**config.mk**
```make
export PLATFORM = sky130hd
export DESIGN_NAME = uart_mmio
export DESIGN_NICKNAME = d
export VERILOG_FILES = /design/src/rtl/uart_mmio_pkg.sv /design/src/rtl/uart_fifo.sv /design/src/rtl/uart_mmio.sv
export SDC_FILE = /design/constraint.sdc
export NUM_CORES = 1
export LEC_CHECK = 0
export CORE_ASPECT_RATIO = 1.5
export CORE_MARGIN = 2
export CORE_UTILIZATION = 55
export CTS_BUF_LIST = sky130_fd_sc_hd__clkbuf_8
export DETAILED_ROUTE_END_ITERATION = 8
export MAX_ROUTING_LAYER = met4
export PLACE_DENSITY = 0.78
export SLEW_MARGIN = 20
export SYNTH_ARGS = -nofsm -noshare
export SYNTH_HDL_FRONTEND = slang
export SYNTH_SLANG_ARGS = --single-unit
```
**constraint.sdc**
```tcl
create_clock -name clk -period 5.45 [get_ports clk]
set_clock_uncertainty 0.1 [all_clocks]
set_input_delay 0.8175 -clock clk [delete_from_list [all_inputs] [get_ports clk]]
set_output_delay 0.8175 -clock clk [all_outputs]
set_load 0.005 [all_outputs]
```
**src/rtl/uart_mmio_pkg.sv**
```systemverilog
// Shared register map, bit positions and TX drain state encoding for the uart_mmio block.
package uart_mmio_pkg;

  localparam logic [1:0] REG_DATA = 2'd0;
  localparam logic [1:0] REG_STAT = 2'd1;
  localparam logic [1:0] REG_CTRL = 2'd2;

  localparam int STAT_TX_FULL  = 0;
  localparam int STAT_TX_EMPTY = 1;
  localparam int STAT_RX_EMPTY = 2;
  localparam int STAT_RX_FULL  = 3;
  localparam int STAT_OVERRUN  = 4;
  localparam int STAT_TX_IDLE  = 5;

  localparam int CTRL_CLR_OVR   = 0;
  localparam int CTRL_FLUSH_TX  = 1;
  localparam int CTRL_FLUSH_RX  = 2;
  localparam int CTRL_RX_IRQ_EN = 8;
  localparam int CTRL_TX_IRQ_EN = 9;

  typedef enum logic [1:0] {TX_IDLE, TX_ISSUE, TX_WAIT} tx_state_t;

endpackage

```
**src/rtl/uart_fifo.sv**
```systemverilog
// Synchronous FIFO with extra-MSB pointers; a push into a full FIFO is accepted only alongside a pop.
module uart_fifo
  import uart_mmio_pkg::*;
#(
  parameter int WIDTH = 8,
  parameter int DEPTH = 16
) (
  input  logic             clk,
  input  logic             reset,
  input  logic             push,
  input  logic             pop,
  input  logic             flush,
  input  logic [WIDTH-1:0] din,
  output logic             full,
  output logic             empty,
  output logic [WIDTH-1:0] head
);

  localparam int AW = $clog2(DEPTH);

  logic [WIDTH-1:0] mem [DEPTH];
  logic [AW:0]      wr_ptr;
  logic [AW:0]      rd_ptr;
  logic             push_ok;
  logic             pop_ok;

  assign empty   = (wr_ptr == rd_ptr);
  assign full    = (wr_ptr[AW] != rd_ptr[AW]) && (wr_ptr[AW-1:0] == rd_ptr[AW-1:0]);
  assign head    = mem[rd_ptr[AW-1:0]];
  assign pop_ok  = pop && !empty;
  assign push_ok = push && (!full || pop_ok);

  // Flush overrides any push or pop in the same cycle.
  always_ff @(posedge clk or posedge reset) begin
    if (reset) begin
      wr_ptr <= '0;
      rd_ptr <= '0;
    end else if (flush) begin
      wr_ptr <= '0;
      rd_ptr <= '0;
    end else begin
      if (push_ok) wr_ptr <= wr_ptr + 1'b1;
      if (pop_ok)  rd_ptr <= rd_ptr + 1'b1;
    end
  end

  always_ff @(posedge clk) begin
    if (push_ok && !flush) mem[wr_ptr[AW-1:0]] <= din;
  end

endmodule

```
**src/rtl/uart_mmio.sv**
```systemverilog
// Memory-mapped UART front end: TX/RX FIFOs, register decode and TX drain FSM.
// Optional interrupt logic is built only when UART_MMIO_IRQ_EN is defined.
module uart_mmio
  import uart_mmio_pkg::*;
#(
  parameter int TX_DEPTH = 16,
  parameter int RX_DEPTH = 16
) (
  input  logic        clk,
  input  logic        reset,
  input  logic [3:0]  bus_addr,
  input  logic        bus_we,
  input  logic        bus_re,
  input  logic [31:0] bus_wdata,
  output logic [31:0] bus_rdata,
  output logic        uart_we,
  output logic [7:0]  uart_tx_buf,
  input  logic        uart_tx_busy,
  input  logic [7:0]  uart_rx_buf,
  input  logic        uart_rx_valid,
  output logic        irq
);

  logic [1:0]  sel;
  logic        wr_data, wr_ctrl, rd_data;
  logic        flush_tx, flush_rx, clr_ovr;
  logic        tx_full, tx_empty, rx_full, rx_empty;
  logic [7:0]  tx_head, rx_head;
  logic        rx_valid_q, rx_push;
  logic        overrun;
  logic        tx_launch, tx_guard;
  tx_state_t   state, state_next;
  logic [5:0]  stat;
  logic [31:0] rdata_next;
  logic        unused_bits;

  assign unused_bits = &{1'b0, bus_addr[1:0], bus_wdata[31:8]};

  assign sel      = bus_addr[3:2];
  assign wr_data  = bus_we && (sel == REG_DATA);
  assign wr_ctrl  = bus_we && (sel == REG_CTRL);
  assign rd_data  = bus_re && (sel == REG_DATA);
  assign flush_tx = wr_ctrl && bus_wdata[CTRL_FLUSH_TX];
  assign flush_rx = wr_ctrl && bus_wdata[CTRL_FLUSH_RX];
  assign clr_ovr  = wr_ctrl && bus_wdata[CTRL_CLR_OVR];
  assign rx_push  = uart_rx_valid && !rx_valid_q;

  uart_fifo #(.WIDTH(8), .DEPTH(TX_DEPTH)) u_tx_fifo (
    .clk   (clk),
    .reset (reset),
    .push  (wr_data),
    .pop   (tx_launch),
    .flush (flush_tx),
    .din   (bus_wdata[7:0]),
    .full  (tx_full),
    .empty (tx_empty),
    .head  (tx_head)
  );

  uart_fifo #(.WIDTH(8), .DEPTH(RX_DEPTH)) u_rx_fifo (
    .clk   (clk),
    .reset (reset),
    .push  (rx_push),
    .pop   (rd_data),
    .flush (flush_rx),
    .din   (uart_rx_buf),
    .full  (rx_full),
    .empty (rx_empty),
    .head  (rx_head)
  );

  // A push into a full FIFO with a simultaneous pop is not an overrun; a new event beats a clear.
  always_ff @(posedge clk or posedge reset) begin
    if (reset) begin
      rx_valid_q <= 1'b0;
      overrun    <= 1'b0;
    end else begin
      rx_valid_q <= uart_rx_valid;
      if (rx_push && rx_full && !rd_data && !flush_rx) overrun <= 1'b1;
      else if (clr_ovr)                                overrun <= 1'b0;
    end
  end

  always_comb begin
    state_next = state;
    tx_launch  = 1'b0;
    uart_we    = 1'b0;
    case (state)
      TX_IDLE: begin
        if (!tx_empty && !uart_tx_busy && !flush_tx) begin
          tx_launch  = 1'b1;
          state_next = TX_ISSUE;
        end
      end
      TX_ISSUE: begin
        uart_we    = 1'b1;
        state_next = TX_WAIT;
      end
      TX_WAIT: begin
        // First WAIT cycle is skipped so a busy flag that rises a cycle late is still seen.
        if (!tx_guard && !uart_tx_busy) state_next = TX_IDLE;
      end
      default: state_next = TX_IDLE;
    endcase
  end

  always_ff @(posedge clk or posedge reset) begin
    if (reset) begin
      state       <= TX_IDLE;
      tx_guard    <= 1'b0;
      uart_tx_buf <= 8'h00;
    end else begin
      state    <= state_next;
      tx_guard <= (state == TX_ISSUE);
      if (tx_launch) uart_tx_buf <= tx_head;
    end
  end

`ifdef UART_MMIO_IRQ_EN
  logic rx_irq_en, tx_irq_en;

  always_ff @(posedge clk or posedge reset) begin
    if (reset) begin
      rx_irq_en <= 1'b0;
      tx_irq_en <= 1'b0;
      irq       <= 1'b0;
    end else begin
      if (wr_ctrl) begin
        rx_irq_en <= bus_wdata[CTRL_RX_IRQ_EN];
        tx_irq_en <= bus_wdata[CTRL_TX_IRQ_EN];
      end
      irq <= (rx_irq_en && !rx_empty) || (tx_irq_en && tx_empty && !uart_tx_busy) || overrun;
    end
  end
`else
  assign irq = 1'b0;
`endif

  always_comb begin
    stat                = '0;
    stat[STAT_TX_FULL]  = tx_full;
    stat[STAT_TX_EMPTY] = tx_empty;
    stat[STAT_RX_EMPTY] = rx_empty;
    stat[STAT_RX_FULL]  = rx_full;
    stat[STAT_OVERRUN]  = overrun;
    stat[STAT_TX_IDLE]  = tx_empty && !uart_tx_busy && !uart_we;
  end

  always_comb begin
    rdata_next = '0;
    case (sel)
      REG_DATA: if (!rx_empty) rdata_next = {23'b0, 1'b1, rx_head};
      REG_STAT: rdata_next = {26'b0, stat};
      REG_CTRL: begin
`ifdef UART_MMIO_IRQ_EN
        rdata_next[CTRL_RX_IRQ_EN] = rx_irq_en;
        rdata_next[CTRL_TX_IRQ_EN] = tx_irq_en;
`endif
      end
      default: rdata_next = '0;
    endcase
  end

  always_ff @(posedge clk or posedge reset) begin
    if (reset)       bus_rdata <= '0;
    else if (bus_re) bus_rdata <= rdata_next;
  end

endmodule

```
# Yosys cells after proc, flatten, opt, wreduce, memory -nomap -nowiden
# Memory sizes are Yosys's and may differ from the RTL's. A register that Yosys moved wholly into a read port is not among the register bits.
# Index checks and enable logic that the tools add are counted.
# op_classes
n_eq_ne,12
n_mux,22
reduce_logical,44
n_addsub,4
# ops
operator,count
$mux 5,8
$logic_and 1x1->1,23
$add 5x1->5 const B,4
$pmux 9 s2,1
$logic_not 1->1,11
$eq 5x5->1,2
$reduce_bool 2->1,5
$mux 1,9
$mux 9,1
$eq 4x4->1,2
$pmux 2 s3,1
$eq 2x1->1 const B,2
$eq 2x2->1 const B,2
$logic_not 2->1,2
$mux 2,2
$ne 2x2->1 const B,2
$logic_or 1x1->1,2
$ne 1x1->1,2
$reduce_and 2->1,1
# totals
word_cells,93
reg_bits,57
memories,2
output_inout_bits,42
ram_bits,256
input_bits,50
# mem_list
name,depth,word_bits,read_ports,rd_ports_with_merged_regs,wr,line,source
u_rx_fifo.mem,16,8,1,0,1,uart_fifo.sv:21,logic [WIDTH-1:0] mem [DEPTH];
u_tx_fifo.mem,16,8,1,1,1,uart_fifo.sv:21,

# Logic depth before layout (Yosys ltp)
# Gate-level depths: netlist of run 1.
# depth
depth_word,13
depth_mapped,7
mapped_depth_nobuf,5

# Hierarchy
# From an unflattened synthesis of run 1, not the netlist that was laid out.
# hier_totals
hier_cells,699
hier_area_um2,12472.0
# modules_own_cells
mod,seq_area_each_um2,n_inst,cells_each,area_each_um2
uart_fifo (u_tx_fifo),4093.9,1,296,5699.2
uart_fifo (u_rx_fifo),4093.9,1,295,5631.7
uart_mmio,550.5,1,108,1141.1

# Worst setup path after synthesis of run 1
# No wires, ideal clock.
# synth_path
path_type,in2reg
startpoint,input port bus_addr[3]
endpoint,"memory u_rx_fifo.mem[0][0], enable pin"
setup_slack_ps,2737
arrival_time_ps,2230
setup_time_ps,383
required_time_ps,4967
n_path_buf,0
cell_stages,5
cell_sequence,nor2_1 nand2_1 a31oi_2 nand3_1 nor3_1
# synth_via
elab_chain_cells,8
elab_cells_between_ends,12
classes_between,eq/ne (1); mux (2); reduce/logical (9)
# synth_rtl
element,line,source
"start, declared",uart_mmio.sv:11,"input logic [3:0] bus_addr,"
$logic_not 2->1,uart_mmio.sv:42,assign rd_data = bus_re && (sel == REG_DATA);
$logic_and 1x1->1,uart_mmio.sv:42,
$logic_and 1x1->1,uart_fifo.sv:30,assign pop_ok = pop && !empty;
$logic_or 1x1->1,uart_fifo.sv:31,assign push_ok = push && (!full || pop_ok);
$logic_and 1x1->1,uart_fifo.sv:31,
$logic_and 1x1->1 *,uart_fifo.sv:48,if (push_ok && !flush) mem[wr_ptr[AW-1:0]] <= din;
$mux 1 *,uart_fifo.sv:48,
$mux 1 (implied by the code) *,uart_fifo.sv:48,
"end, declared",uart_fifo.sv:21,
# Mark *: on every way between the ends. The rest lies on a longest branch, timed or not.

# Final worst setup path of run 1
# layout_path
startpoint,input port bus_wdata[1]
endpoint,"memory u_tx_fifo.mem[9][5], enable pin"
# layout_via
elab_chain_cells,11
# layout_rtl
element,line,source
"start, declared",uart_mmio.sv:14,"input logic [31:0] bus_wdata,"
$logic_and 1x1->1 *,uart_mmio.sv:43,assign flush_tx = wr_ctrl && bus_wdata[CTRL_FLUSH_TX];
$logic_not 1->1 *,"uart_fifo.sv:48, uart_mmio.sv:90",
$logic_and 1x1->1,uart_mmio.sv:90,if (!tx_empty && !uart_tx_busy && !flush_tx) begin
$mux 1,uart_mmio.sv:90,
$mux 1,uart_mmio.sv:88,case (state)
$logic_and 1x1->1,uart_fifo.sv:30,
$logic_or 1x1->1,uart_fifo.sv:31,
$logic_and 1x1->1,uart_fifo.sv:31,
$logic_and 1x1->1 *,uart_fifo.sv:48,
$mux 1 *,uart_fifo.sv:48,
$mux 1 (implied by the code) *,uart_fifo.sv:48,
"end, declared",uart_fifo.sv:21,
# Marks and branches as above.

==> impl_metrics.env, run 1 <==
export IMPL_initial_utilization=0.561
export IMPL_finalCriticalPeriod_ns=3.29
export IMPL_post_route_cell_area_sq_um=13600
export IMPL_rows=66
export IMPL_reg2reg_slack_ns=2.35
export IMPL_dieArea_sq_um=23500
export IMPL_drt_iter0_drc=315
export IMPL_n_antenna_cell=0
export IMPL_grt_pass1_wl_um=36400
export IMPL_path_max_fanout=18
export IMPL_vdd_ir_drop_worst_v=0.000333
export IMPL_viasPerCell=5.85
export IMPL_drtPass1Iterations=4
export IMPL_crit_required_ns=5.53
export IMPL_path_class="input port to register"
export IMPL_synth_edff_count=256
export IMPL_ys_flop_type="edfxtp_1"
export IMPL_syn2layout_area_growth_pct=10.9
export IMPL_fin_cells=1046
export IMPL_synth_avg_cell_area_sq_um=17.9
export IMPL_place_congestion=0.794
export IMPL_ys_ff_latch=298
export IMPL_reg2reg_depth=6
export IMPL_grt_max_degree=54
export IMPL_drc=0
export IMPL_cts_inserted_buffers=43
export IMPL_htreeDepth=2
export IMPL_final_cell_mix="edfxtp_1 (256), mux4_2 (56), clkbuf_8 (47)"
export IMPL_drive_gt1_frac=0.186
export IMPL_p_leak_uw=0.00465
export IMPL_powerDensity_nw_per_um2=449
export IMPL_fmax_ghz=0.304
export IMPL_clockBufferDepth=3
export IMPL_clk_latency_ns=0.56
export IMPL_antenna_left=0
export IMPL_grt_usage=0.206
export IMPL_status="finished clean"
export IMPL_num_fill_cells=1512
export IMPL_whs_ns=0.390
export IMPL_power_share_sequential=0.464
export IMPL_ctsHoldBuffers=0
export IMPL_mostFrequentLayoutCell="edfxtp_1"
export IMPL_synth_seq_area_share=0.714
export IMPL_pwr_share_clk=0.270
export IMPL_p_sw_frac=0.299
export IMPL_coreArea_sq_um=21800
export IMPL_die_w_um=126
export IMPL_rsz0062_at_grt="false"
export IMPL_grt_ovfl_total=0
export IMPL_p_sw_uw=1820
export IMPL_endpoint_kind="register"
export IMPL_cts_sinks=298
export IMPL_worst_slew_pin_slew_ns=1.05
export IMPL_dp_cells=968
export IMPL_grt_pass1_vias=6703
export IMPL_die_h_um=187
export IMPL_num_vias=6124
export IMPL_post_route_period_util=0.604
export IMPL_syn_area_sq_um=12200
export IMPL_endpoint="u_tx_fifo.mem[9][5]$_DFFE_PP_"
export IMPL_antenna_found_initial=0
export IMPL_place_area_sq_um=12800
export IMPL_slew_limit_headroom=0.295
export IMPL_tritoncts="done"
export IMPL_postSynthCellCount=684
export IMPL_pin_count=92
export IMPL_r2r_end="u_rx_fifo.mem[5][3]$_DFFE_PP_"
export IMPL_fin_ws_ns=2.16
export IMPL_final_setup_tns_ns=0
export IMPL_hpwl_um=15500
export IMPL_cp_data_arrival_time_ns=3.37
export IMPL_critical_path_startpoint_type="input port"
export IMPL_io_buffers=41
export IMPL_cts_resized=0
export IMPL_cts_root_buf="clkbuf_8"
export IMPL_p_int_uw=4270
export IMPL_pwr_share_comb=0.266
export IMPL_hold_class="register to register"
export IMPL_r2r_start="u_rx_fifo.rd_ptr[2]$_DFFE_PP0P_"
export IMPL_routed_wl_um=23000
export IMPL_nets=801
export IMPL_clk_pin_slew_ns=0.06
export IMPL_setup_violations_final=0
export IMPL_ys_types=55
export IMPL_crit_start="bus_wdata[1]"
export IMPL_postSynth_asyncResetShare=0.141
export IMPL_yosysWarnings=0
export IMPL_drv_slew=0
export IMPL_post_cts_repair_setup_buffers=0
export IMPL_hold_violations=0
export IMPL_place_ws_ns=1.48
export IMPL_wl_per_cell_um=22.0
export IMPL_drv_cap=0
[per-layer routing]
metal  vias to the layer above  global-route usage  share of wire
met5                         -                   -              0
met4                         0               0.100          0.050
met3                        68              0.0358          0.046
met2                       193               0.365           0.56
met1                      3094               0.224           0.35
li1                       2769                   -              -
[worst max-delay path, stage by stage]
cell and delay [ns]:
clkdlybuf4s50_1 0.75, and4b_1 0.46, nor4_2 0.24, o311a_1 0.52, and3_1 0.57
[cell type report]
cell class / count / area (sq um) / share of cell area
inverters: 9 / 33.8 / 0.00249
clock buffers: 47 / 647 / 0.0477
well taps: 272 / 340 / 0.0251
clock inverters: 31 / 165 / 0.0122
flip-flops and latches: 298 / 8740 / 0.644
multi-input cells: 342 / 3190 / 0.235
repair buffers: 47 / 455 / 0.0336
[flip-flops by register name (all words and copies together) (netlist names)]
| name | flops |
|---|---|
| overrun | 1 |
| u_rx_fifo.rd_ptr | 5 |
| tx_guard | 1 |
| bus_rdata | 9 |
| uart_tx_buf | 8 |
| rx_valid_q | 1 |
| u_tx_fifo.wr_ptr | 5 |
| u_tx_fifo.mem | 128 |
| u_rx_fifo.wr_ptr | 5 |
| state | 2 |
| u_tx_fifo.rd_ptr | 5 |
| u_rx_fifo.mem | 128 |
[cell usage after synthesis, types with 10 or more instances]
master / number / share of area
a21oi_1: 17 / 0.0070
a22oi_1: 16 / 0.0098
and3_1: 14 / 0.0072
buf_4: 30 / 0.018
clkbuf_1: 12 / 0.0037
dfrtp_1: 42 / 0.086
edfxtp_1: 256 / 0.63
ha_1: 10 / 0.010
mux2i_1: 20 / 0.016
mux4_2: 56 / 0.10
nand2_1: 27 / 0.0083
nor2_1: 34 / 0.010
nor2b_1: 20 / 0.010
xnor2_1: 10 / 0.0072
[metrics by stage]
stage / power (uW) / utilization
2_1_floorplan: 4040 / -
3_3_place_gp: 4440 / 0.584
5_1_grt: 6400 / 0.622
4_1_cts: 6160 / 0.622
3_5_place_dp: 4510 / 0.585
6_report: 6100 / 0.622
[kinds of logic after synthesis]
kind of cell / after synthesis / share of synthesized area
AO/OA/AOI/OAI: 74 / 0.0446
XOR/XNOR: 16 / 0.0121
adder cells (fa/ha/maj): 10 / 0.0102
buffers and inverters: 67 / 0.0343
flip-flops: 298 / 0.714
multiplexers: 84 / 0.127
other: 1 / 0.000306
AND/OR/NAND/NOR: 134 / 0.0578
[power groups by stage]
stage	registers [uW]	logic [uW]	clock network, uW
global route	2850	1770	1780
floorplan	2780	1260	0
global placement	2860	1580	0
finish	2830	1620	1650
detailed placement	2870	1640	0
CTS	2830	1640	1690
[worst min path at each step]
stage                                        start                        to  slack (ns)  cells after the start
after global routing      bus_rdata[8]$_DFFE_PP0P_  bus_rdata[8]$_DFFE_PP0P_        0.42                      1
after floorplan                overrun$_DFFE_PP0P_       overrun$_DFFE_PP0P_        0.35                      2
after CTS                 bus_rdata[8]$_DFFE_PP0P_  bus_rdata[8]$_DFFE_PP0P_        0.40                      1
after detailed placement  bus_rdata[8]$_DFFE_PP0P_  bus_rdata[8]$_DFFE_PP0P_        0.38                      1
final                     bus_rdata[8]$_DFFE_PP0P_  bus_rdata[8]$_DFFE_PP0P_        0.39                      1
after global placement    bus_rdata[8]$_DFFE_PP0P_  bus_rdata[8]$_DFFE_PP0P_        0.37                      1
(Power assumes the default switching activity.)
==> inputs of run 2 (changes only) <==
PLACE_DENSITY = 0.81   (was 0.78)
clock period = 2.8 ns   (was 5.45 ns; I/O delays follow)
==> run 2 against run 1 <==
Effect of this change: clock power up 97%; cell count rose by 4.4%; global-route usage rose by 1.1 points; setup slack worse by 1.8 ns; design area up 3.1%; largest power group unchanged; first-iteration DRC count increased by 74%; die area unchanged; highest routed layer unchanged; sequential power increased by 94%; count of clock-buffer cells in the layout up 1; flip-flop and latch count unchanged; hold slack worse by 0.34 ns.
==> impl_metrics.env, run 2 (synthesized netlist as in run 1, its figures left out) <==
export IMPL_post_route_period_util=0.883
export IMPL_worst_slew_pin_slew_ns=0.715
export IMPL_powerDensity_nw_per_um2=866
export IMPL_final_setup_tns_ns=0
export IMPL_place_congestion=0.811
export IMPL_pwr_share_clk=0.268
export IMPL_drv_slew=0
export IMPL_syn2layout_area_growth_pct=14.3
export IMPL_antenna_found_initial=0
export IMPL_p_int_uw=8490
export IMPL_drtPass1Iterations=5
export IMPL_cts_inserted_buffers=43
export IMPL_pwr_share_comb=0.277
export IMPL_path_class="register to register"
export IMPL_crit_required_ns=2.95
export IMPL_hold_class="input port to async pin"
export IMPL_drv_cap=0
export IMPL_num_vias=6372
export IMPL_routed_wl_um=24300
export IMPL_cts_root_buf="clkbuf_8"
export IMPL_p_sw_frac=0.299
export IMPL_die_h_um=187
export IMPL_cp_slowest_stage_delay_ns=0.70
export IMPL_p_sw_uw=3630
export IMPL_fin_cells=1092
export IMPL_cts_sinks=298
export IMPL_cts_resized=0
export IMPL_coreArea_sq_um=21800
export IMPL_mostFrequentLayoutCell="edfxtp_1"
export IMPL_finalCriticalPeriod_ns=2.47
export IMPL_n_antenna_cell=0
export IMPL_crit_chain="xor2_1 > nor4_4 > a31oi_2 > nand3_1 > nor3_1 > buf_4"
export IMPL_dp_cells=1013
export IMPL_tritoncts="done"
export IMPL_io_buffers=41
export IMPL_final_cell_mix="edfxtp_1 (256), mux4_2 (56), clkbuf_8 (48)"
export IMPL_pin_count=92
export IMPL_cp_data_arrival_time_ns=2.62
export IMPL_drive_gt1_frac=0.228
export IMPL_clockBufferDepth=3
export IMPL_timing_critical_path_buf_inv=1
export IMPL_rows=66
export IMPL_grt_pass1_wl_um=38200
export IMPL_dieArea_sq_um=23500
export IMPL_endpoint_kind="register"
export IMPL_grt_usage=0.218
export IMPL_ctsHoldBuffers=0
export IMPL_critical_path_startpoint_type="register"
export IMPL_slowest_stage="dfrtp_2"
export IMPL_vdd_ir_drop_worst_v=0.000528
export IMPL_path_delay_family="flip-flops"
export IMPL_rsz0062_at_grt="false"
export IMPL_fmax_ghz=0.404
export IMPL_p_leak_uw=0.00493
export IMPL_drc=0
export IMPL_grt_ovfl_total=0
export IMPL_clk_latency_ns=0.55
export IMPL_hold_violations=0
export IMPL_grt_max_degree=53
export IMPL_clk_pin_slew_ns=0.07
export IMPL_grt_pass1_vias=6902
export IMPL_post_route_util=0.642
export IMPL_power_share_sequential=0.454
export IMPL_slew_limit_headroom=0.522
export IMPL_initial_utilization=0.561
export IMPL_setup_violations_final=0
export IMPL_htreeDepth=2
export IMPL_viasPerCell=5.84
export IMPL_antenna_left=0
export IMPL_path_max_fanout=15
export IMPL_nets=846
export IMPL_die_w_um=126
export IMPL_wl_per_cell_um=22.3
export IMPL_drt_iter0_drc=549
export IMPL_hpwl_um=16500
export IMPL_p_total_uw=12100
export IMPL_status="finished clean"
export IMPL_post_cts_repair_setup_buffers=0
-- run 2: cell count changes in the layout (fill, tap and decap cells not counted), sizes merged --
cell | previous run | this run
clkbuf | 47 | 48
buf | 6 | 51
clkinvlp | 3 | 1
clkinv | 16 | 12
inv | 20 | 26
-- run 2: final timing paths --
path                                            startpoint                               to  slack, ns  cells after the start
setup / recovery           u_rx_fifo.rd_ptr[0]$_DFFE_PP0P_    u_rx_fifo.mem[3][7]$_DFFE_PP_       0.33                      6
hold reg to reg                         tx_guard$_DFF_PP0_             state[1]$_DFFE_PP0P_       0.40                      2
setup reg to reg           u_rx_fifo.rd_ptr[0]$_DFFE_PP0P_    u_rx_fifo.mem[3][7]$_DFFE_PP_       0.33                      6
min in group clk                             uart_rx_valid             rx_valid_q$_DFF_PP0_       0.35                      1
hold / removal                                       reset         bus_rdata[3]$_DFFE_PP0P_       0.05                      2
max in group asynchronous                            reset  u_rx_fifo.wr_ptr[1]$_DFFE_PP0P_       1.97                      3
-- run 2: metrics by stage --
stage / area, sq um / worst slack [ns] / hold slack (ns)
6_report: 14000 / 0.327 / 0.0487
5_1_grt: 14000 / 0.148 / 0.0463
4_1_cts: 14000 / 0.315 / 0.0265
3_5_place_dp: 13200 / 0.0449 / 0.386
3_3_place_gp: 13200 / 0.145 / 0.374
2_1_floorplan: 12300 / 0.311 / 0.348
-- run 2: final cells by class --
cell class / instances / area [sq um]
Timing Repair Buffer: 92 / 881
Clock inverter: 31 / 163
Inverter: 9 / 33.8
Multi-Input combinational cell: 342 / 3170
Clock buffer: 48 / 661
Tap cell: 272 / 340
Sequential cell: 298 / 8740
Fill cell: 1454 / 7810
-- run 2: metal layers --
metal	up-vias	GRT usage	routed length [um]
met5	-	-	0
met3	68	0.0333	1020
met4	0	0.108	1170
met2	201	0.379	13600
met1	3246	0.244	8560
li1	2857	-	-
-- run 2: power groups by stage --
| stage | registers, uW | clock network, uW | logic (uW) |
|---|---|---|---|
| 2_1_floorplan | 5420 | 0 | 2460 |
| 3_3_place_gp | 5560 | 0 | 3240 |
| 3_5_place_dp | 5590 | 0 | 3360 |
| 4_1_cts | 5500 | 3340 | 3380 |
| 5_1_grt | 5550 | 3540 | 3630 |
| 6_report | 5500 | 3250 | 3360 |
